**config.mk**
```make
export PLATFORM = sky130hd
export DESIGN_NAME = dds_sweep_ctrl
export DESIGN_NICKNAME = d
export VERILOG_FILES = /design/src/rtl/dds_sweep_ctrl.sv
export SDC_FILE = /design/constraint.sdc
export NUM_CORES = 1
export LEC_CHECK = 0
export CORE_AREA = 2 2 183 185
export DETAILED_ROUTE_END_ITERATION = 12
export DIE_AREA = 0 0 185 187
export PLACE_DENSITY = 0.77
export SLEW_MARGIN = 40
export SYNTH_ARGS = -nofsm -noshare
export SYNTH_HDL_FRONTEND = slang
export SYNTH_SLANG_ARGS = --single-unit
```
**constraint.sdc**
```tcl
create_clock -name clock -period 27 [get_ports clock]
set_input_delay 5.4 -clock clock [delete_from_list [all_inputs] [get_ports clock]]
set_output_delay 5.4 -clock clock [all_outputs]
set_load 0.005 [all_outputs]
```
**src/rtl/dds_sweep_ctrl.sv**
```systemverilog
// dds_sweep_ctrl: frequency-sweep sequencer driving a DDS/DAC stage.
// Define DDS_SWEEP_DOWN_EN to allow downward sweeps when start > stop.
module dds_sweep_ctrl #(
    parameter int DWELL_W = 16
) (
    input  logic               clock,
    input  logic               reset,
    input  logic               cfg_valid,
    output logic               cfg_ready,
    input  logic [31:0]        cfg_start_fw,
    input  logic [31:0]        cfg_stop_fw,
    input  logic [31:0]        cfg_step_fw,
    input  logic [DWELL_W-1:0] cfg_dwell,
    input  logic [31:0]        cfg_pha_word,
    input  logic [2:0]         cfg_wave_type,
    input  logic               cfg_loop,
    input  logic               start,
    input  logic               abort,
    output logic [31:0]        fre_word,
    output logic [31:0]        pha_word,
    output logic [2:0]         wave_type,
    output logic               busy,
    output logic               done
);
    typedef enum logic {IDLE, SWEEP} state_t;
    state_t state, state_nx;
    logic [31:0] sh_start, sh_stop, sh_step, sh_pha;
    logic [31:0] run_start, run_stop, run_step;
    logic [DWELL_W-1:0] sh_dwell, run_dwell, cnt;
    logic [2:0] sh_wave;
    logic sh_loop, run_loop, run_fl, last;
    logic go, adv, fin, sh_fl, sat;
    logic [32:0] nxt;
`ifdef DDS_SWEEP_DOWN_EN
    logic run_down;
    assign sh_fl = sh_start == sh_stop;
    assign nxt = run_down ? {1'b0, fre_word} - {1'b0, run_step} : {1'b0, fre_word} + {1'b0, run_step};
    assign sat = nxt[32] || run_step == '0 || (run_down ? nxt[31:0] <= run_stop : nxt[31:0] >= run_stop);
`else
    assign sh_fl = sh_start >= sh_stop;
    assign nxt = {1'b0, fre_word} + {1'b0, run_step};
    assign sat = nxt[32] || run_step == '0 || nxt[31:0] >= run_stop;
`endif
    assign cfg_ready = state == IDLE;
    assign busy = state == SWEEP;
    assign go = cfg_ready && start && !abort;
    assign adv = busy && !abort && cnt == run_dwell;
    assign fin = adv && last && !run_loop;
    always_comb begin
        state_nx = state;
        if (go)
            state_nx = SWEEP;
        else if (busy && (abort || fin))
            state_nx = IDLE;
    end
    always_ff @(posedge clock or posedge reset) begin
        if (reset)
            state <= IDLE;
        else
            state <= state_nx;
    end
    // Sweep runs from run_* copies so a config accepted alongside start waits for the next start.
    always_ff @(posedge clock or posedge reset) begin
        if (reset) begin
            sh_start  <= '0;
            sh_stop   <= '0;
            sh_step   <= '0;
            sh_dwell  <= '0;
            sh_pha    <= '0;
            sh_wave   <= '0;
            sh_loop   <= 1'b0;
            run_start <= '0;
            run_stop  <= '0;
            run_step  <= '0;
            run_dwell <= '0;
            run_loop  <= 1'b0;
            run_fl    <= 1'b0;
`ifdef DDS_SWEEP_DOWN_EN
            run_down  <= 1'b0;
`endif
            last      <= 1'b0;
            cnt       <= '0;
            fre_word  <= '0;
            pha_word  <= '0;
            wave_type <= '0;
            done      <= 1'b0;
        end else begin
            done <= fin;
            if (cfg_valid && cfg_ready) begin
                sh_start <= cfg_start_fw;
                sh_stop  <= cfg_stop_fw;
                sh_step  <= cfg_step_fw;
                sh_dwell <= cfg_dwell;
                sh_pha   <= cfg_pha_word;
                sh_wave  <= cfg_wave_type;
                sh_loop  <= cfg_loop;
            end
            if (go) begin
                run_start <= sh_start;
                run_stop  <= sh_stop;
                run_step  <= sh_step;
                run_dwell <= sh_dwell;
                run_loop  <= sh_loop;
                run_fl    <= sh_fl;
`ifdef DDS_SWEEP_DOWN_EN
                run_down  <= sh_start > sh_stop;
`endif
                last      <= sh_fl;
                cnt       <= '0;
                fre_word  <= sh_start;
                pha_word  <= sh_pha;
                wave_type <= sh_wave;
            end else if (busy && !abort) begin
                if (adv) begin
                    cnt <= '0;
                    if (!last) begin
                        fre_word <= sat ? run_stop : nxt[31:0];
                        last     <= sat;
                    end else if (run_loop) begin
                        fre_word <= run_start;
                        last     <= run_fl;
                    end
                end else
                    cnt <= cnt + DWELL_W'(1);
            end
        end
    end
endmodule

```
### Word-level counts from Yosys, hierarchy flattened

Cells that the tools add are included.

* flip-flop bits (word level): 348
* input bits: 153
* output and inout bits: 70
* word-level logic and storage cells: 62

* add/subtract/negate cells: 2
* magnitude comparators: 2
* equal/unequal tests: 2
* muxes and demuxes: 16
* bitwise logic cells: 1
* reduce and logical (&&, ||, !) cells: 19

Operators with widths (count)
* two-way mux 32 bit: 6
* >= comparator 32 bit: 2
* two-way mux 16 bit: 3
* adder 32 x 32 -> 33 bit: 1
* zero test 32 bit: 1
* adder 16 x 1 -> 16 bit, second input constant: 1
* equality test 16 bit: 1
* logical AND 1 bit: 8
* two-way mux 1 bit: 7
* nonzero test 2 bit: 3
* logical OR 1 bit: 3
* != test 3 x 2 -> 1 bit, second input constant: 1
* AND reduction 3 bit: 1
* zero test 1 bit: 2
* AND reduction 2 bit: 1
* inverter 1 bit: 1

### Logic depth before layout (Yosys ltp)

Gate-level depths: netlist of run 1.

* word-level depth: 9
* depth in mapped cells: 22
* gate-level depth less buffers: 20

### Worst setup path after synthesis of run 1

OpenSTA, ideal clock, no wires.

* kind: in2reg
* start: input abort
* end: register fre_word[0]
* setup time: 66 ps
* arrival: 7004 ps
* required time: 26934 ps
* slack: 19930 ps
* stages on the path: 9
* path buffers: 3
* cells stage by stage: nor2_1 -> nand2_1 -> or4_1 -> buf_2 -> nand2b_1 -> buf_2 -> buf_4 -> a311o_1 -> nand2_1

* word-level cells in the longest chain between the ends: 5
* elaborated cells on any way between the ends: 9
* classes of those cells: eq/ne: 1; mux: 1; reduce/logical: 7

Ends and longest elaborated chain
* start, declared: line 18 `input logic abort,`
* zero test 1 bit (*): line 46, 47, 113
* logical AND 1 bit: line 47, 113
* logical AND 1 bit: line 47 `assign adv = busy && !abort && cnt == run_dwell;`
* nonzero test 2 bit (no line)
* AND reduction 3 bit (no line)
* end signal, assigned: line 110 `fre_word <= sh_start;`
* end signal, assigned: line 117 `fre_word <= sat ? run_stop : nxt[31:0];`
* end signal, assigned: line 120 `fre_word <= run_start;`
* end, declared: line 19 `output logic [31:0] fre_word,`

Mark *: on every way between the ends. The rest lies on a longest branch, timed or not.
A chain may end at the register's enable or synchronous reset.

### Worst setup path in the final report of run 1

* start: input abort
* end: register fre_word[31]

Same word-level chain as after synthesis.

==> results of run 1 <==
## cells by family (layout without fill, tap and decap cells)
family | after synthesis | count (layout) | share of synthesized area
compound gates | 326 | 326 | 0.122
simple gates | 683 | 683 | 0.165
mux | 116 | 116 | 0.0750
fa+ha+maj | 98 | 98 | 0.0709
flops | 348 | 348 | 0.500
buf+inv | 165 | 386 | 0.0369
xor+xnor | 59 | 59 | 0.0297
## per-layer routing
metal  GRT usage  vias to the layer above  wire length (µm)
met3      0.0639                       94              3080
met5           0                        -                13
met4      0.0858                        2              1400
li1            -                     6517                 -
met1       0.342                     6802             19000
met2       0.441                      453             22100
## area by class of cell
type | instances | area, µm² | share of cell area
Clock buffer | 56 | 1160 | 0.0537
Clock inverter | 14 | 270 | 0.0125
Inverter | 77 | 302 | 0.0140
Multi-Input combinational cell | 1282 | 8100 | 0.376
Sequential cell | 348 | 8710 | 0.404
Tap cell | 448 | 561 | 0.0260
Timing Repair Buffer | 239 | 2460 | 0.114
## registers in the layout, summed over array words and instances, names as in the netlist, 3 cells and up
signal and flops:
fre_word 32, pha_word 32, run_start 32, run_step 32, run_stop 32, sh_pha 32
sh_start 32, sh_step 32, sh_stop 32, cnt 16, run_dwell 16, sh_dwell 16
sh_wave 3, wave_type 3
## worst max path at each step
stage	start	slack (ns)	to
after detailed placement	abort	18.64	last$_DFFE_PP0P_
after global routing	abort	19.00	last$_DFFE_PP0P_
after CTS	abort	19.21	last$_DFFE_PP0P_
after floorplan	reset	11.95	busy$_DFFE_PP0P_
after global placement	abort	18.50	fre_word[11]$_DFFE_PP0P_
final	abort	19.14	fre_word[31]$_DFFE_PP0P_
## where the power goes
part | internal [W] | switching (W) | total, W
Combinational | 0.000280 | 0.000352 | 0.000632
Clock | 0.000359 | 0.000222 | 0.000581
Sequential | 0.000614 | 0.0000832 | 0.000697
Total | 0.00125 | 0.000657 | 0.00191
## cell usage after synthesis, drive strengths merged, types with 3 or more instances
cell type and n:
a211o 5, a211oi 8, a21o 32, a21oi 75, a22o 7, a22oi 19
a311o 16, a31oi 9, and2 4, and3 8, and4 3, buf 16
clkbuf 72, dfrtp 348, ha 97, inv 77, mux2 116, nand2 484
nand2b 12, nand3 42, nand4 19, nor2 69, nor2b 6, nor3 9
nor4 11, nor4bb 3, o211ai 3, o21a 3, o21ai 113, o21bai 5
o31ai 4, or2 4, or3 3, xnor2 33, xor2 26
## worst min-delay path, delay by kind of cell, from the launching register on
family	cells	cell delay, ns
DFF	1	0.34
and+or+nand+nor	2	0.10
## through the flow
step                instances  hold slack (ns)  utilization  setup slack, ns  area, µm²
global placement         2388            0.444        0.608            18.50      20000
floorplan                1795            0.435            -            11.95      17400
detailed placement       2392            0.452        0.611            18.64      20100
finish                   2464            0.458        0.656            19.14      21600
global route             2464            0.471        0.656            19.00      21600
CTS                      2462            0.451        0.654            19.21      21500
==> flow_summary.toml, run 1 <==
[synthesis]
synth_ff_type = "dfrtp_1"
ys_seq_area_frac = 0.500
synth_top_area_share = 0.500
syn-num-nets = 2046
yosys-top-cells-area = "dfrtp_1 (50%), nand2_1 (10%), mux2_2 (7.5%)"
yosysWarnings = 0
synthArstFlopShare = 1.00
synth-edff-count = 0
netlist_area_mm2 = 0.0174
yosysTopAreaCell = "dfrtp_1"
synth-seq-cells = 348
synth_cells = 1795
synth.distinct_cells = 75
synth_area_per_cell_um2 = 9.70

[timing]
fin_crit_sh = 0.291
finalClockSkew_ns = 0.0239
relSlewSlack = 0.446
fmax_mhz = 127
setup_tns_ns = 0
tightest_slew_ns = 0.810
setup_viol = 0
slew_viol_final = 0
period_needed_ns = 7.86
final_hold_viol_count = 0
rsz0062_at_grt = "false"

[grt]
grt-ovfl-total = 0
grt_pass1_wl_um = 73000
antenna_found_initial = 1
grt_max_degree = 131
grtUsageTotal = 0.265
grt_pass1_vias = 14100

[clock_network]
cts_tree = "built"
cts_setup_buffers = 0
cts_root_buffer = "clkbuf_16"
h-tree-depth = 2
clock_latency_ns = 0.56
numClockSinks = 348
cts_hold_buf = 0
ctsResizeCount = 0
cts_buffer_depth = 3
clkTransAtPathRegs_ns = 0.06
numCtsBuffers = 38

[routing]
first_iter_violations = 954
antenna_left = 0
firstDrtPassIters = 5
num_vias = 13900
routed_wl_um = 45600
routedWlPerCell_um = 18.5
drc = 0
viasPerCell = 5.63

[setup_path]
path_class = "in -> reg"
arrival_ns = 8.35
r2r_cells = 19
crit_chain = "clkdlybuf4s50_1, nor2_1, nand2_1, or4_1, nor2_1, nand2_1, o31ai_1, a31o_1"
critPathSlowestCell = "nor2_1"
cp.required_ns = 27.48
critPathLaunchType = "primary input"
rr_startpoint = "run_step[11]$_DFFE_PP0P_"
cp_top_family = "simple AND/OR/NAND/NOR gates"
endpoint_kind = "flop"
crit_cells = 8
crit_fanout = 9
slowest_delay_ns = 0.60
reg2reg_slack_ns = 21.40
rr_endpoint = "fre_word[25]$_DFFE_PP0P_"
cp_num_buf_inv = 1

[cells_and_area]
n_fill_cell = 2566
layout_commonest_cell = "nand2_1"
nNetsFinal = 2237
layout_common_cells = "nand2_1 (483), dfrtp_1 (348), clkdlybuf4s50_1 (222)"
area_growth_pct = 23.9
drive_gt1_frac = 0.112
antennaDiodeCount = 0

[floorplanning]
core_mm2 = 0.0329
dieArea_mm2 = 0.0346
fp.dieW_um = 185
rows = 67
io_pins = 223
start_util = 0.530
die_y_um = 187

[hold_path]
hp-class = "reg -> reg"
whs_path_depth = 2
hold_start = "sh_pha[10]$_DFFE_PP0P_"
min_to = "pha_word[10]$_DFFE_PP0P_"

[job]
maxCapViolations = 0

[place]
hpwl_um = 31600
io_buffers = 222
place_congestion = 0.907

[pwr]
power_density_mw_per_mm2 = 88.6
total_power_w = 0.00191
peakVddDrop_mv = 0.0557
p_leak_nw = 10.1

[outcome]
outcome = "complete, no violations"
(Power assumes the default switching activity.)
==> run 2, diff against run 1 <==
--- a/config.mk
+++ b/config.mk
@@ -5,9 +5,9 @@
 export SDC_FILE = /design/constraint.sdc
 export NUM_CORES = 1
 export LEC_CHECK = 0
-export CORE_AREA = 2 2 183 185
+export CORE_AREA = 2 2 188 190
 export DETAILED_ROUTE_END_ITERATION = 12
-export DIE_AREA = 0 0 185 187
+export DIE_AREA = 0 0 190 192
 export PLACE_DENSITY = 0.77
 export SLEW_MARGIN = 40
 export SYNTH_ARGS = -nofsm -noshare
==> constraint.sdc (replaced) <==
create_clock -name clock -period 7.1 [get_ports clock]
set_input_delay 1.42 -clock clock [delete_from_list [all_inputs] [get_ports clock]]
set_output_delay 1.42 -clock clock [all_outputs]
set_load 0.005 [all_outputs]
==> run 2 against run 1 <==
Against the previous run: non-clock buffer count is 1 lower; worst setup slack lost 18 ns; first-iteration DRC count is 5.8% lower; highest routed layer is now met4.
==> flow_summary.toml, run 2 (synthesized netlist as in run 1, its figures left out) <==
[grt]
grt_pass1_wl_um = 75600
grt-ovfl-total = 0
use_met2 = 0.448
grtUsageTotal = 0.262
antenna_found_initial = 0
grt_max_degree = 181
use_met1 = 0.332
grt_pass1_vias = 14200
gr-max-usage-layer = "met2"
met3_usage = 0.0588

[setup_path]
crit_fanout = 19
cp.required_ns = 7.57
rr_startpoint = "fre_word[11]$_DFFE_PP0P_"
reg2reg_slack_ns = 1.50
critPathLaunchType = "flop"
endpoint_kind = "flop"
r2r_cells = 19
rr_endpoint = "fre_word[2]$_DFFE_PP0P_"
setup.worst_path.start = "fre_word[11]$_DFFE_PP0P_"
arrival_ns = 6.07
path_class = "reg -> reg"

[timing]
finalClockSkew_ns = 0.0133
fmax_mhz = 179
final_hold_viol_count = 0
tightest_slew_ns = 0.831
setup_tns_ns = 0
setup_viol = 0
rsz0062_at_grt = "false"
whs_ns = 0.458
relSlewSlack = 0.446
fin_crit_sh = 0.789
slew_viol_final = 0
period_needed_ns = 5.60

[place]
place_congestion = 0.895
placed_cell_area_mm2 = 0.0200
io_buffers = 222
hpwl_um = 33300

[clock_network]
numCtsBuffers = 39
cts_buffer_depth = 3
h-tree-depth = 2
clock_latency_ns = 0.54
numClockSinks = 348
clkTransAtPathRegs_ns = 0.06
cts_setup_buffers = 0
cts_tree = "built"
ctsResizeCount = 0
cts_hold_buf = 0
cts_root_buffer = "clkbuf_16"

[cells_and_area]
layout_commonest_cell = "nand2_1"
n_fill_cell = 2838
layout_common_cells = "nand2_1 (483), dfrtp_1 (348), clkdlybuf4s50_1 (222)"
antennaDiodeCount = 0
area_growth_pct = 23.2
drive_gt1_frac = 0.109
final_cell_area_mm2 = 0.0214
nNetsFinal = 2237
final_util = 0.625

[routing]
routed_wl_um = 47200
antenna_left = 0
num_vias = 13700
viasPerCell = 5.56
drc = 0
first_iter_violations = 899
firstDrtPassIters = 5
routedWlPerCell_um = 19.1

[job]
maxCapViolations = 0

[floorplanning]
die_y_um = 192
core_mm2 = 0.0343
dieArea_mm2 = 0.0365
io_pins = 223
fp.dieW_um = 190
rows = 68
start_util = 0.508

[hold_path]
hp-class = "reg -> reg"
min_to = "run_step[5]$_DFFE_PP0P_"
whs_path_depth = 2
hold_start = "sh_step[5]$_DFFE_PP0P_"

[pwr]
peakVddDrop_mv = 0.219
total_power_w = 0.00711
p_leak_nw = 10.0
power_density_mw_per_mm2 = 332

[outcome]
outcome = "complete, no violations"
-- run 2: cell count changes in the layout (fill, tap and decap cells not counted), sizes merged --
cell	change
clkinv	+5
bufinv	-4
buf	-1
clkbuf	+1
inv	-1
-- run 2: worst max path at each step --
| stage | cells past startpoint | end | slack [ns] |
|---|---|---|---|
| floorplan | 1 | busy$_DFFE_PP0P_ | 1.02 |
| detailed placement | 19 | fre_word[2]$_DFFE_PP0P_ | 1.62 |
| finish | 19 | fre_word[2]$_DFFE_PP0P_ | 1.50 |
| CTS | 19 | fre_word[2]$_DFFE_PP0P_ | 1.56 |
| global placement | 16 | fre_word[28]$_DFFE_PP0P_ | 1.50 |
| global route | 18 | fre_word[2]$_DFFE_PP0P_ | 1.15 |
-- run 2: routing by layer --
metal  vias up  share of wire
met4         0          0.029
met2       411           0.49
met5         -              0
met3        72          0.063
li1       6525              -
met1      6739           0.42
-- run 2: final cells by class --
cell class	instances	area, µm²	share of cell area
inverter	77	293	0.0137
tap	455	569	0.0265
sequential	348	8710	0.406
clock buffer	57	1140	0.0534
timing repair buffer	238	2470	0.115
multi-input combinational	1282	8100	0.378
clock inverter	14	151	0.00706
-- run 2: stage by stage --
stage | setup slack (ns) | std cells
floorplan | 1.02 | 1795
global placement | 1.50 | 2394
detailed placement | 1.62 | 2396
CTS | 1.56 | 2467
global route | 1.15 | 2471
finish | 1.50 | 2471
-- run 2: where the power goes --
group          internal [W]  switching (W)  leakage (nW)
clock network       0.00120       0.000821         0.639
registers           0.00234       0.000299          4.27
logic               0.00107        0.00138          5.13
total               0.00461        0.00250          10.0
-- run 2: worst max-delay path, cell delays in order (launching register included) --
cell and delay (ns):
dfrtp_1 0.41, ha_1 0.37, a21o_1 0.23, a221o_1 0.40
nor3b_1 0.38, a31oi_2 0.27, a31oi_4 0.31, o21ai_1 0.12
xnor2_1 0.23, ha_1 0.30, a21o_1 0.18, a21oi_1 0.15
o22ai_1 0.10, nor3_1 0.17, o221a_2 0.26, o311a_1 0.73
buf_4 0.34, a21oi_1 0.08, o311ai_0 0.32, nor2b_1 0.17
==> run 3, diff against run 2 <==
--- a/config.mk
+++ b/config.mk
@@ -5,9 +5,9 @@
 export SDC_FILE = /design/constraint.sdc
 export NUM_CORES = 1
 export LEC_CHECK = 0
-export CORE_AREA = 2 2 188 190
+export CORE_AREA = 2 2 183 185
 export DETAILED_ROUTE_END_ITERATION = 12
-export DIE_AREA = 0 0 190 192
+export DIE_AREA = 0 0 185 187
 export PLACE_DENSITY = 0.77
 export SLEW_MARGIN = 40
 export SYNTH_ARGS = -nofsm -noshare
==> constraint.sdc (replaced) <==
create_clock -name clock -period 5.38 [get_ports clock]
set_input_delay 1.076 -clock clock [delete_from_list [all_inputs] [get_ports clock]]
set_output_delay 1.076 -clock clock [all_outputs]
set_load 0.005 [all_outputs]
==> run 3 against run 2 <==
Against the previous run: combinational power rose by 33%; clock skew is 0.010 ns higher; sequential power up 32%; sequential share of layout area grew 0.12 points; non-clock buffer count grew 6; die area shrank 5.2%; worst hold slack improved by 0.0015 ns; global-route usage is 0.84 points higher; maximum frequency is 12% higher; flip-flop and latch count is the same; final area fell by 0.30%; utilization up 2.5 points; critical path type unchanged; critical endpoint is now fre_word[28]$_DFFE_PP0P_.
==> flow_summary.toml, run 3 (synthesized netlist as in run 1, its figures left out) <==
[timing]
rsz0062_at_grt = "false"
setup_tns_ns = 0
tightest_slew_ns = 0.821
finalClockSkew_ns = 0.0233
fmax_mhz = 200
period_needed_ns = 5.01
final_hold_viol_count = 0
relSlewSlack = 0.453
setup_viol = 0
fin_ws_ns = 0.372
slew_viol_final = 0
fin_crit_sh = 0.931

[cells_and_area]
drive_gt1_frac = 0.111
layout_common_cells = "nand2_1 (483), dfrtp_1 (348), clkdlybuf4s50_1 (222)"
n_fill_cell = 2689
area_growth_pct = 22.8
multiInputGateArea_mm2 = 0.00810
final-seq-area_mm2 = 0.00871
antennaDiodeCount = 0
layout_commonest_cell = "nand2_1"
nNetsFinal = 2243
stdcell_count = 2467

[grt]
grt-ovfl-total = 0
grt_max_degree = 181
grt_pass1_vias = 14400
grtUsageTotal = 0.271
antenna_found_initial = 1
grt_pass1_wl_um = 74700

[setup_path]
cp.required_ns = 5.80
arrival_ns = 5.43
rr_endpoint = "fre_word[28]$_DFFE_PP0P_"
critPathLaunchType = "flop"
rr_startpoint = "fre_word[0]$_DFFE_PP0P_"
setup.worst_path.start = "fre_word[0]$_DFFE_PP0P_"
crit_fanout = 19
path_class = "reg -> reg"
cp-endpoint = "fre_word[28]$_DFFE_PP0P_"
r2r_cells = 18
endpoint_kind = "flop"
reg2reg_slack_ns = 0.37

[place]
placedCellCount = 2397
place_congestion = 0.885
hpwl_um = 32200
pre_cts_ws_ns = 0.231
io_buffers = 222

[clock_network]
numCtsBuffers = 39
numClockSinks = 348
clock_latency_ns = 0.54
cts_tree = "built"
h-tree-depth = 2
clkTransAtPathRegs_ns = 0.06
cts_buffer_depth = 3
cts_root_buffer = "clkbuf_16"
cts_setup_buffers = 0

[routing]
antenna_left = 0
routed_wl_um = 46100
drc = 0
routedWlPerCell_um = 18.7
firstDrtPassIters = 5
num_vias = 13900
viasPerCell = 5.62
first_iter_violations = 963

[pwr]
power_density_mw_per_mm2 = 434
p_leak_nw = 10.0
total_power_w = 0.00928
peakVddDrop_mv = 0.273

[hold_path]
hp-class = "reg -> reg"

[floorplanning]
start_util = 0.530
rows = 67
die_y_um = 187
dieArea_mm2 = 0.0346
core_mm2 = 0.0329
fp.dieW_um = 185
io_pins = 223

[job]
maxCapViolations = 0

[outcome]
outcome = "complete, no violations"
run 3: cell count changes in the layout (fill, tap and decap cells not counted), sizes merged:
cell,before,now
bufinv,2,1
buf,16,22
inv,78,79
clkinv,9,7
clkbuf,57,56
run 3: report_power, final:
part	switching [W]	leakage (nW)	total (W)	internal [W]
Sequential	0.000405	4.27	0.00349	0.00308
Clock	0.00105	0.598	0.00253	0.00148
Combinational	0.00180	5.15	0.00326	0.00146
Total	0.00325	10.0	0.00928	0.00603
run 3: per-stage QoR:
step | hold slack (ns) | instance area, µm² | util
finish | 0.460 | 21400 | 0.651
global placement | 0.443 | 20100 | 0.611
global route | 0.485 | 21400 | 0.651
CTS | 0.462 | 21300 | 0.649
floorplan | 0.435 | 17400 | -
detailed placement | 0.448 | 20100 | 0.612
run 3: timing repair:
| item | CTS | global route |
|---|---|---|
| hold buffers | 0 | 0 |
| hold endpoints to repair | 0 | 0 |
| gates resized for setup | 0 | 2 |
| setup endpoints to repair | 0 | 31 |
run 3: how the worst min path moves through the flow:
stage	end	depth (start not counted)	startpoint	slack (ns)
final	pha_word[31]$_DFFE_PP0P_	2	sh_pha[31]$_DFFE_PP0P_	0.46
after global routing	run_dwell[1]$_DFFE_PP0P_	2	sh_dwell[1]$_DFFE_PP0P_	0.48
after CTS	pha_word[31]$_DFFE_PP0P_	2	sh_pha[31]$_DFFE_PP0P_	0.46
after detailed placement	run_dwell[6]$_DFFE_PP0P_	2	sh_dwell[6]$_DFFE_PP0P_	0.45
after global placement	pha_word[29]$_DFFE_PP0P_	2	sh_pha[29]$_DFFE_PP0P_	0.44
after floorplan	pha_word[0]$_DFFE_PP0P_	2	sh_pha[0]$_DFFE_PP0P_	0.43
run 3: area by class of cell:
class / count / share of cell area
clock inverters: 12 / 0.00462
inverters: 77 / 0.0137
repair buffers: 244 / 0.117
flip-flops and latches: 348 / 0.407
clock buffers: 56 / 0.0519
well taps: 448 / 0.0262
multi-input cells: 1282 / 0.379
run 3: per-layer routing:
metal	share of wire	vias up	track usage	wire length, µm
li1	-	6538	-	-
met1	0.42	6762	0.344	19200
met2	0.48	462	0.445	21900
met3	0.074	108	0.0703	3420
met4	0.034	2	0.102	1590
met5	0.00017	-	0	8
run 3: critical path, cell delays in order, from the launching register on:
cell and delay [ns]:
dfrtp_1 0.40, ha_1 0.24, fa_1 0.42, a21o_1 0.22, a21oi_2 0.18, nor3_1 0.09, a211o_1 0.39, o31ai_4 0.31
o221a_2 0.25, xnor2_1 0.12, ha_1 0.34, nand4_1 0.12, or3_1 0.38, o221a_2 0.31, o311ai_2 0.09, buf_4 0.33
nor2_2 0.10, or4_1 0.48, o211a_1 0.12
